[src/rtl/uart_rx_frame.sv]
// uart_rx_frame: UART receiver, 5..9 data bits, none/odd/even parity, 1/2 stop bits.
// Define UART_RX_MAJORITY_EN for 2-of-3 majority sampling around each bit mid-point.
module uart_rx_frame #(
  parameter int CLK_HZ       = 50_000_000,
  parameter int BIT_RATE     = 115200,
  parameter int PAYLOAD_BITS = 8,
  parameter int PARITY_MODE  = 0,
  parameter int STOP_BITS    = 1
) (
  input  logic                    clk,
  input  logic                    reset,
  input  logic                    uart_rxd,
  input  logic                    uart_rx_en,
  input  logic                    uart_rx_ready,
  output logic                    uart_rx_valid,
  output logic [PAYLOAD_BITS-1:0] uart_rx_data,
  output logic                    uart_rx_parity_err,
  output logic                    uart_rx_frame_err,
  output logic                    uart_rx_break,
  output logic                    uart_rx_overrun
);

  localparam int CPB = CLK_HZ / BIT_RATE;
  localparam int MID = CPB / 2;
  localparam int CW  = $clog2(CPB);
  localparam bit P_ODD  = (PARITY_MODE == 1);
  localparam bit P_EVEN = (PARITY_MODE == 2);

  typedef enum logic [2:0] {
    S_IDLE, S_START, S_DATA, S_PARITY, S_STOP, S_BRK
  } state_t;

  state_t                  r_state;
  state_t                  w_nstate;
  logic [1:0]              r_sync;
  logic                    r_prev;
  logic [CW-1:0]           r_cnt;
  logic [3:0]              r_bitn;
  logic [PAYLOAD_BITS-1:0] r_shift;
  logic                    r_par;
  logic                    r_ferr;
  logic                    r_allz;
  logic                    w_rxd;
  logic                    w_tick;
  logic                    w_bit;
  logic                    w_last;
  logic                    w_done;
  logic                    w_brk;
  logic                    w_ferr;
  logic                    w_pxor;
  logic                    w_perr;

  assign w_rxd  = r_sync[1];
  assign w_last = (r_cnt == CW'(CPB - 1));

`ifdef UART_RX_MAJORITY_EN
  logic r_s0;
  logic r_s1;

  always_ff @(posedge clk) begin
    if (reset) begin
      r_s0 <= 1'b1;
      r_s1 <= 1'b1;
    end else begin
      if (r_cnt == CW'(MID - 1)) r_s0 <= w_rxd;
      if (r_cnt == CW'(MID)) r_s1 <= w_rxd;
    end
  end

  assign w_tick = (r_cnt == CW'(MID + 1));
  assign w_bit  = (r_s0 & r_s1) | (r_s0 & w_rxd) | (r_s1 & w_rxd);
`else
  assign w_tick = (r_cnt == CW'(MID));
  assign w_bit  = w_rxd;
`endif

  // Completion values, meaningful at the last stop-bit sample
  assign w_brk  = r_allz & ~w_bit;
  assign w_ferr = r_ferr | ~w_bit;
  assign w_pxor = (^r_shift) ^ r_par;
  assign w_perr = ~w_brk & ((P_ODD & ~w_pxor) | (P_EVEN & w_pxor));

  always_ff @(posedge clk) begin
    if (reset) r_state <= S_IDLE;
    else       r_state <= w_nstate;
  end

  always_comb begin
    w_nstate = r_state;
    w_done   = 1'b0;
    unique case (r_state)
      S_IDLE:
        if (r_prev && !w_rxd) w_nstate = S_START;
      S_START:
        if (w_tick && w_bit) w_nstate = S_IDLE;
        else if (w_last)     w_nstate = S_DATA;
      S_DATA:
        if (w_last && r_bitn == 4'(PAYLOAD_BITS))
          w_nstate = (PARITY_MODE != 0) ? S_PARITY : S_STOP;
      S_PARITY:
        if (w_last) w_nstate = S_STOP;
      S_STOP:
        if (w_tick && r_bitn == 4'(STOP_BITS - 1)) begin
          w_done   = 1'b1;
          w_nstate = w_brk ? S_BRK : S_IDLE;
        end
      S_BRK:
        if (w_rxd) w_nstate = S_IDLE;
      default: w_nstate = S_IDLE;
    endcase
    if (!uart_rx_en) begin
      w_nstate = S_IDLE;
      w_done   = 1'b0;
    end
  end

  always_ff @(posedge clk) begin
    if (reset) begin
      r_sync  <= 2'b11;
      r_prev  <= 1'b1;
      r_cnt   <= '0;
      r_bitn  <= '0;
      r_shift <= '0;
      r_par   <= 1'b0;
      r_ferr  <= 1'b0;
      r_allz  <= 1'b1;
    end else begin
      r_sync <= {r_sync[0], uart_rxd};
      r_prev <= w_rxd;
      if (w_nstate != r_state || r_state == S_IDLE) begin
        r_cnt  <= '0;
        r_bitn <= '0;
      end else begin
        r_cnt <= w_last ? '0 : r_cnt + 1'b1;
        if (w_tick) r_bitn <= r_bitn + 1'b1;
      end
      if (r_state == S_START) begin
        r_ferr <= 1'b0;
        r_allz <= 1'b1;
      end else if (w_tick) begin
        if (r_state == S_DATA)
          r_shift <= {w_bit, r_shift[PAYLOAD_BITS-1:1]};
        if (r_state == S_PARITY) r_par <= w_bit;
        if (r_state == S_STOP && !w_bit) r_ferr <= 1'b1;
        if (r_state inside {S_DATA, S_PARITY, S_STOP})
          r_allz <= r_allz & ~w_bit;
      end
    end
  end

  always_ff @(posedge clk) begin
    if (reset) begin
      uart_rx_valid      <= 1'b0;
      uart_rx_data       <= '0;
      uart_rx_parity_err <= 1'b0;
      uart_rx_frame_err  <= 1'b0;
      uart_rx_break      <= 1'b0;
      uart_rx_overrun    <= 1'b0;
    end else begin
      uart_rx_overrun <= 1'b0;
      if (w_done && (!uart_rx_valid || uart_rx_ready)) begin
        uart_rx_valid      <= 1'b1;
        uart_rx_data       <= r_shift;
        uart_rx_parity_err <= w_perr;
        uart_rx_frame_err  <= w_ferr;
        uart_rx_break      <= w_brk;
      end else begin
        if (w_done) uart_rx_overrun <= 1'b1;
        if (uart_rx_ready) uart_rx_valid <= 1'b0;
      end
    end
  end

endmodule

[config.mk]
export PLATFORM = sky130hd
export DESIGN_NAME = uart_rx_frame
export DESIGN_NICKNAME = d
export VERILOG_FILES = /design/src/rtl/uart_rx_frame.sv
export SDC_FILE = /design/constraint.sdc
export NUM_CORES = 1
export LEC_CHECK = 0
export CAP_MARGIN = 30
export CELL_PAD_IN_SITES_DETAIL_PLACEMENT = 1
export CELL_PAD_IN_SITES_GLOBAL_PLACEMENT = 2
export CORE_AREA = 2 2 93 95
export DETAILED_ROUTE_END_ITERATION = 10
export DIE_AREA = 0 0 95 97
export DONT_BUFFER_PORTS = 1
export PLACE_DENSITY = 0.59
export SYNTH_ARGS = -nofsm -noshare
export SYNTH_HDL_FRONTEND = slang
export SYNTH_SLANG_ARGS = --single-unit
export TNS_END_PERCENT = 5
[constraint.sdc]
create_clock -name clk -period 3.9 [get_ports clk]
set_input_delay 0.39 -clock clk [delete_from_list [all_inputs] [get_ports clk]]
set_output_delay 0.39 -clock clk [all_outputs]
set_load 0.05 [all_outputs]
Word-level counts from Yosys, hierarchy flattened
Index checks and enable logic that the tools add are counted.
- register bits: 41
- input port bits: 5
- output and inout port bits: 13
- add/sub/neg operators: 2
- eq/ne operators: 9
- multiplexer cells: 16
- bitwise logic cells: 4
- reduce and logical (&&, ||, !) cells: 21
- operators by type and width (cell ; number):
    $mux 3 ; 9
    $pmux 3 s6 ; 1
    $add 9x1->9 const B ; 1
    $eq 9x8->1 const B ; 1
    $eq 9x9->1 const B ; 1
    $eq 3x2->1 const B ; 2
    $eq 3x3->1 const B ; 2
    $logic_and 1x1->1 ; 6
    $mux 1 ; 6
    $reduce_or 2->1 ; 3
    $add 4x1->4 const B ; 1
    $eq 4x4->1 const B ; 1
    $logic_not 4->1 ; 1
    $reduce_and 2->1 ; 2
    $eq 3x1->1 const B ; 1
    $logic_not 3->1 ; 1
    $ne 3x3->1 ; 1
    $reduce_and 3->1 ; 1
    $reduce_bool 3->1 ; 1
    $reduce_or 3->1 ; 1
    $logic_not 1->1 ; 2
    $logic_or 1x1->1 ; 2
    $not 1->1 ; 2
    $reduce_bool 2->1 ; 1
    other kinds (2) ; 2

Longest topological paths before layout
- depth in word-level cells: 9
- depth in mapped cells: 9

Worst setup path before layout
Ideal clock, no wire load.
- kind: flip-flop to flip-flop
- start point: reg r_bitn[0]
- end point: reg uart_rx_data[0]
- arrival: 1.633 ns
- required time: 3.772 ns
- path slack: 2.140 ns
- stages on the path, launching flop included: 9
- buffers on the path: 1
- cells stage by stage: dfxtp_1 inv_1 ha_1 nor3b_1 nand4bb_1 nor2b_1 buf_2 mux2i_1 nor2_1
- cells in the longest elaborated chain, start to end: 6
- ends and longest elaborated chain (item ; RTL line ; source):
    start, declared ; 38 ; logic [3:0] r_bitn;
    start signal, assigned ; 135 ; if (w_tick) r_bitn <= r_bitn + 1'b1;
    $logic_not 4->1 ; 103 ; if (w_tick && r_bitn == 4'(STOP_BITS - 1)) begin
    $logic_and 1x1->1 ; 103 ;
    $mux 1 ; 103 ;
    $mux 1 ; 91 ; unique case (r_state)
    $mux 1 ; 111 ; if (!uart_rx_en) begin
    $logic_and 1x1->1 ; 161 ; if (w_done && (!uart_rx_valid || uart_rx_ready)) begin
    end signal, assigned ; 163 ; uart_rx_data <= r_shift;
    end, declared ; 16 ; output logic [PAYLOAD_BITS-1:0] uart_rx_data,
No other way between the ends.
A chain may end at the register's enable or synchronous reset.

Worst setup path in the final report
- start point: reg r_cnt[3]
- end point: reg r_shift[0]
- cells in the longest elaborated chain, start to end: 2
- ends and longest elaborated chain (item ; RTL line ; source):
    start, declared ; 37 ; logic [CW-1:0] r_cnt;
    start signal, assigned ; 134 ; r_cnt <= w_last ? '0 : r_cnt + 1'b1;
    $eq 9x8->1 ; 73 ; assign w_tick = (r_cnt == CW'(MID));
    $reduce_and 3->1 (no line) ; - ;
    end signal, assigned ; 142 ; r_shift <= {w_bit, r_shift[PAYLOAD_BITS-1:1]};
    end, declared ; 39 ; logic [PAYLOAD_BITS-1:0] r_shift;
No other way between the ends.

==> run metrics <==
status finished clean; TNS Setup 0 ps; Lkg Pwr 0.701 nW; final slew viol count 0; EDFF count, synth 0; Synth Net Count about 220; DIE AREA around 0.0092 mm²; max incr delay on CP approximately 700 ps; Vias/cell 4.62; PwrDens roughly 370 mW/mm²; count leader, synth dfxtp_1; Cells after Synth roughly 210; most used cell, CP nor2_1; Fill cells a little over 900; antenna violations before repair 0; simple-gate portion of the synthesized area 28.7%; TritonCTS clock tree yes; share of layout cells above drive strength 1 12.7%; leading area contributor after synthesis dfxtp_1; P_int 634 µW; Reg power frac 52.8%; Die Width approximately 95 µm; mux cell area share after synthesis 9.11%; Worst Tran Pin Value between 800 and 900 ps; worst hold-check path type in2reg; ant diodes 0; Num CTS Buffers 5; crit end category flop; Adder-Cell Fraction of Synth Area 2.51%; Final WS setup 1410 ps; Slowest cell on crit path nor2_1; clock sinks 41; CTS root buf clkbuf_8; Cell Rows 33; vias post-DR 1433; Critical Path RT ~4000 ps; Core Box Area 0.00813 mm²; DRC viols 0; postcts setup bufs 0; Initial Utilization about a quarter; DR iter-0 viols between 50 and 60; Syn. warnings 0; # IOs 18; final period utilization 63.7%; Final Hold Violating Endpoints 0; Layout Nets around 210; post-DR wirelength/cell 14.2 µm; RSZ-0062 raised after global routing false; Worst Path Max Fanout 11; crit path DAT 2670 ps; worst-skew pair later-pin latency between 200 and 300 ps; NetSw 166 µW; CTS clk-pin slew, worst paths approximately 90 ps; number of hold buffers added after cts 0; Critical path buffers and inverters 0; Comb pwr share 1.9%; Overall Global Routing Usage approximately 10%; top_reg_cell synth dfxtp_1; fmax a little over 400 MHz; Max-cap violations 0; # resized after CTS 0; sequential-to-total area share from yosys stat 41.2%; # port buffers 0; Yosys reg bits 41; Mapped Avg Cell Area roughly 9.6 µm²; CP Launch Type flop; XOR/XNOR share of the synthesized area ~4.4%; TritonRoute pass-1 iters 4; min Tclk post-route approximately 2500 ps; switching share of power between 20 and 25%; synthesized area 0.00199 mm²; Slew HR 40.5%; dpl ws around 1400 ps; area of the multi-input gates between 0.001 and 0.0015 mm²; leading post-synthesis cells by cell area dfxtp_1 41%, mux2i_1 8.5%, nor2_1 5.1%; routed wire length between 4000 and 5000 µm; Worst VDD drop 0.000150 V; Synth Area in Compound Gates 8.42%; Die Y a little under 100 µm; vias in the first global route 1466; Yosys top cell area share 41.2%; Detail Placement HPWL about 3100 µm; Clock Skew 9.71 ps; FF/Latch Area approximately 820 µm²; Placer Congestion between 0.7 and 0.8; most frequent cells after synthesis 41 x dfxtp_1, 27 x nor2_1, 17 x mux2i_1; CP Cell Sequence nand4bb_1 -> nor2_1 -> nand3_1 -> mux2i_1 -> nor2_1; CP Class reg2reg; largest family of logic cells by synthesized area simple AND/OR/NAND/NOR gates; Post-synth ARST share 0%; Max Buffers Root-to-Sink 2; largest net degree at the start of global routing 30; P&R area growth vs syn 9.49%; worst hold margin ~170 ps; CTS HTree Levels 2; Post-DRT Antenna Nets 0; first-pass GRT wire length between 7000 and 8000 µm; family with the most delay on the worst path simple AND/OR/NAND/NOR gates; overall overflow remaining after global route 0; count of different cell masters after synthesis 50; clock share of power 45.3%; final setup vio count 0
[final timing paths]
kind | start | cells after the start | to | slack [ps]
max | r_cnt[3] | 5 | r_shift[0] | 1410
min | reset | 1 | uart_rx_frame_err | 170
max reg2reg | r_cnt[3] | 5 | r_shift[0] | 1410
min reg2reg | r_sync[0] | 1 | r_sync[1] | 420
[sequential cells by signal, indices dropped and copies added, names as in the netlist]
name               count
uart_rx_break          1
r_allz                 1
r_sync                 2
r_shift                8
uart_rx_overrun        1
r_ferr                 1
r_bitn                 4
uart_rx_data           8
r_prev                 1
r_state                3
r_cnt                  9
uart_rx_valid          1
uart_rx_frame_err      1
[per-stage QoR]
step	total power [mW]	instance area [µm²]	std cells	util (%)
detailed placement	0.448	2060	302	25.3
finish	0.800	2180	310	26.8
CTS	0.816	2180	310	26.8
floorplan	0.449	1990	208	-
global route	0.835	2180	310	26.8
global placement	0.448	2060	302	25.3
[cells in the final DEF, fill, tap and decap left out, types with 3 or more instances in the layout]
| cell | instances |
|---|---|
| nor2_1 | 27 |
| a32oi_1 | 3 |
| o21ai_0 | 3 |
| nand3_1 | 6 |
| inv_1 | 8 |
| nand2_1 | 7 |
| nand2b_1 | 4 |
| nor3_2 | 5 |
| nand3b_1 | 4 |
| nor2b_1 | 4 |
| clkbuf_8 | 6 |
| nor4_1 | 3 |
| xnor2_1 | 7 |
| or2_2 | 3 |
| xor2_1 | 3 |
| nor3_1 | 6 |
| ha_1 | 4 |
| mux2i_1 | 17 |
| a21oi_1 | 5 |
| dfxtp_1 | 41 |
[power by group through the flow]
| stage | Clock (mW) | Combinational [mW] | Sequential [mW] |
|---|---|---|---|
| finish | 0.362 | 0.0154 | 0.422 |
| global route | 0.395 | 0.0166 | 0.423 |
| CTS | 0.378 | 0.0154 | 0.423 |
| detailed placement | 0 | 0.0153 | 0.433 |
| global placement | 0 | 0.0155 | 0.433 |
| floorplan | 0 | 0.0191 | 0.430 |
[cells by family (layout without fill, tap and decap cells)]
family                   after synthesis  in the layout
XOR/XNOR                              10             10
flip-flops                            41             41
buffers and inverters                 21             18
other                                  1              1
AO/OA/AOI/OAI                         23             23
adder cells (fa/ha/maj)                4              4
multiplexers                          18             18
AND/OR/NAND/NOR                       90             90
[area by class of cell]
type | instances | area share (%)
clock buffer | 6 | 3.79
clock inverter | 2 | 1.72
inverter | 8 | 1.38
multi-input combinational | 146 | 48.7
sequential | 41 | 37.7
tap | 105 | 6.03
timing repair buffer | 2 | 0.689
[per-layer routing]
layer	up-vias	GRT usage (%)	wire length, µm
met5	-	0	0
met4	0	3.34	48
met3	2	2.88	116
met2	13	16.5	2100
met1	702	12.9	2130
li1	716	-	-
Note: power is estimated with default switching activity, not from simulation.
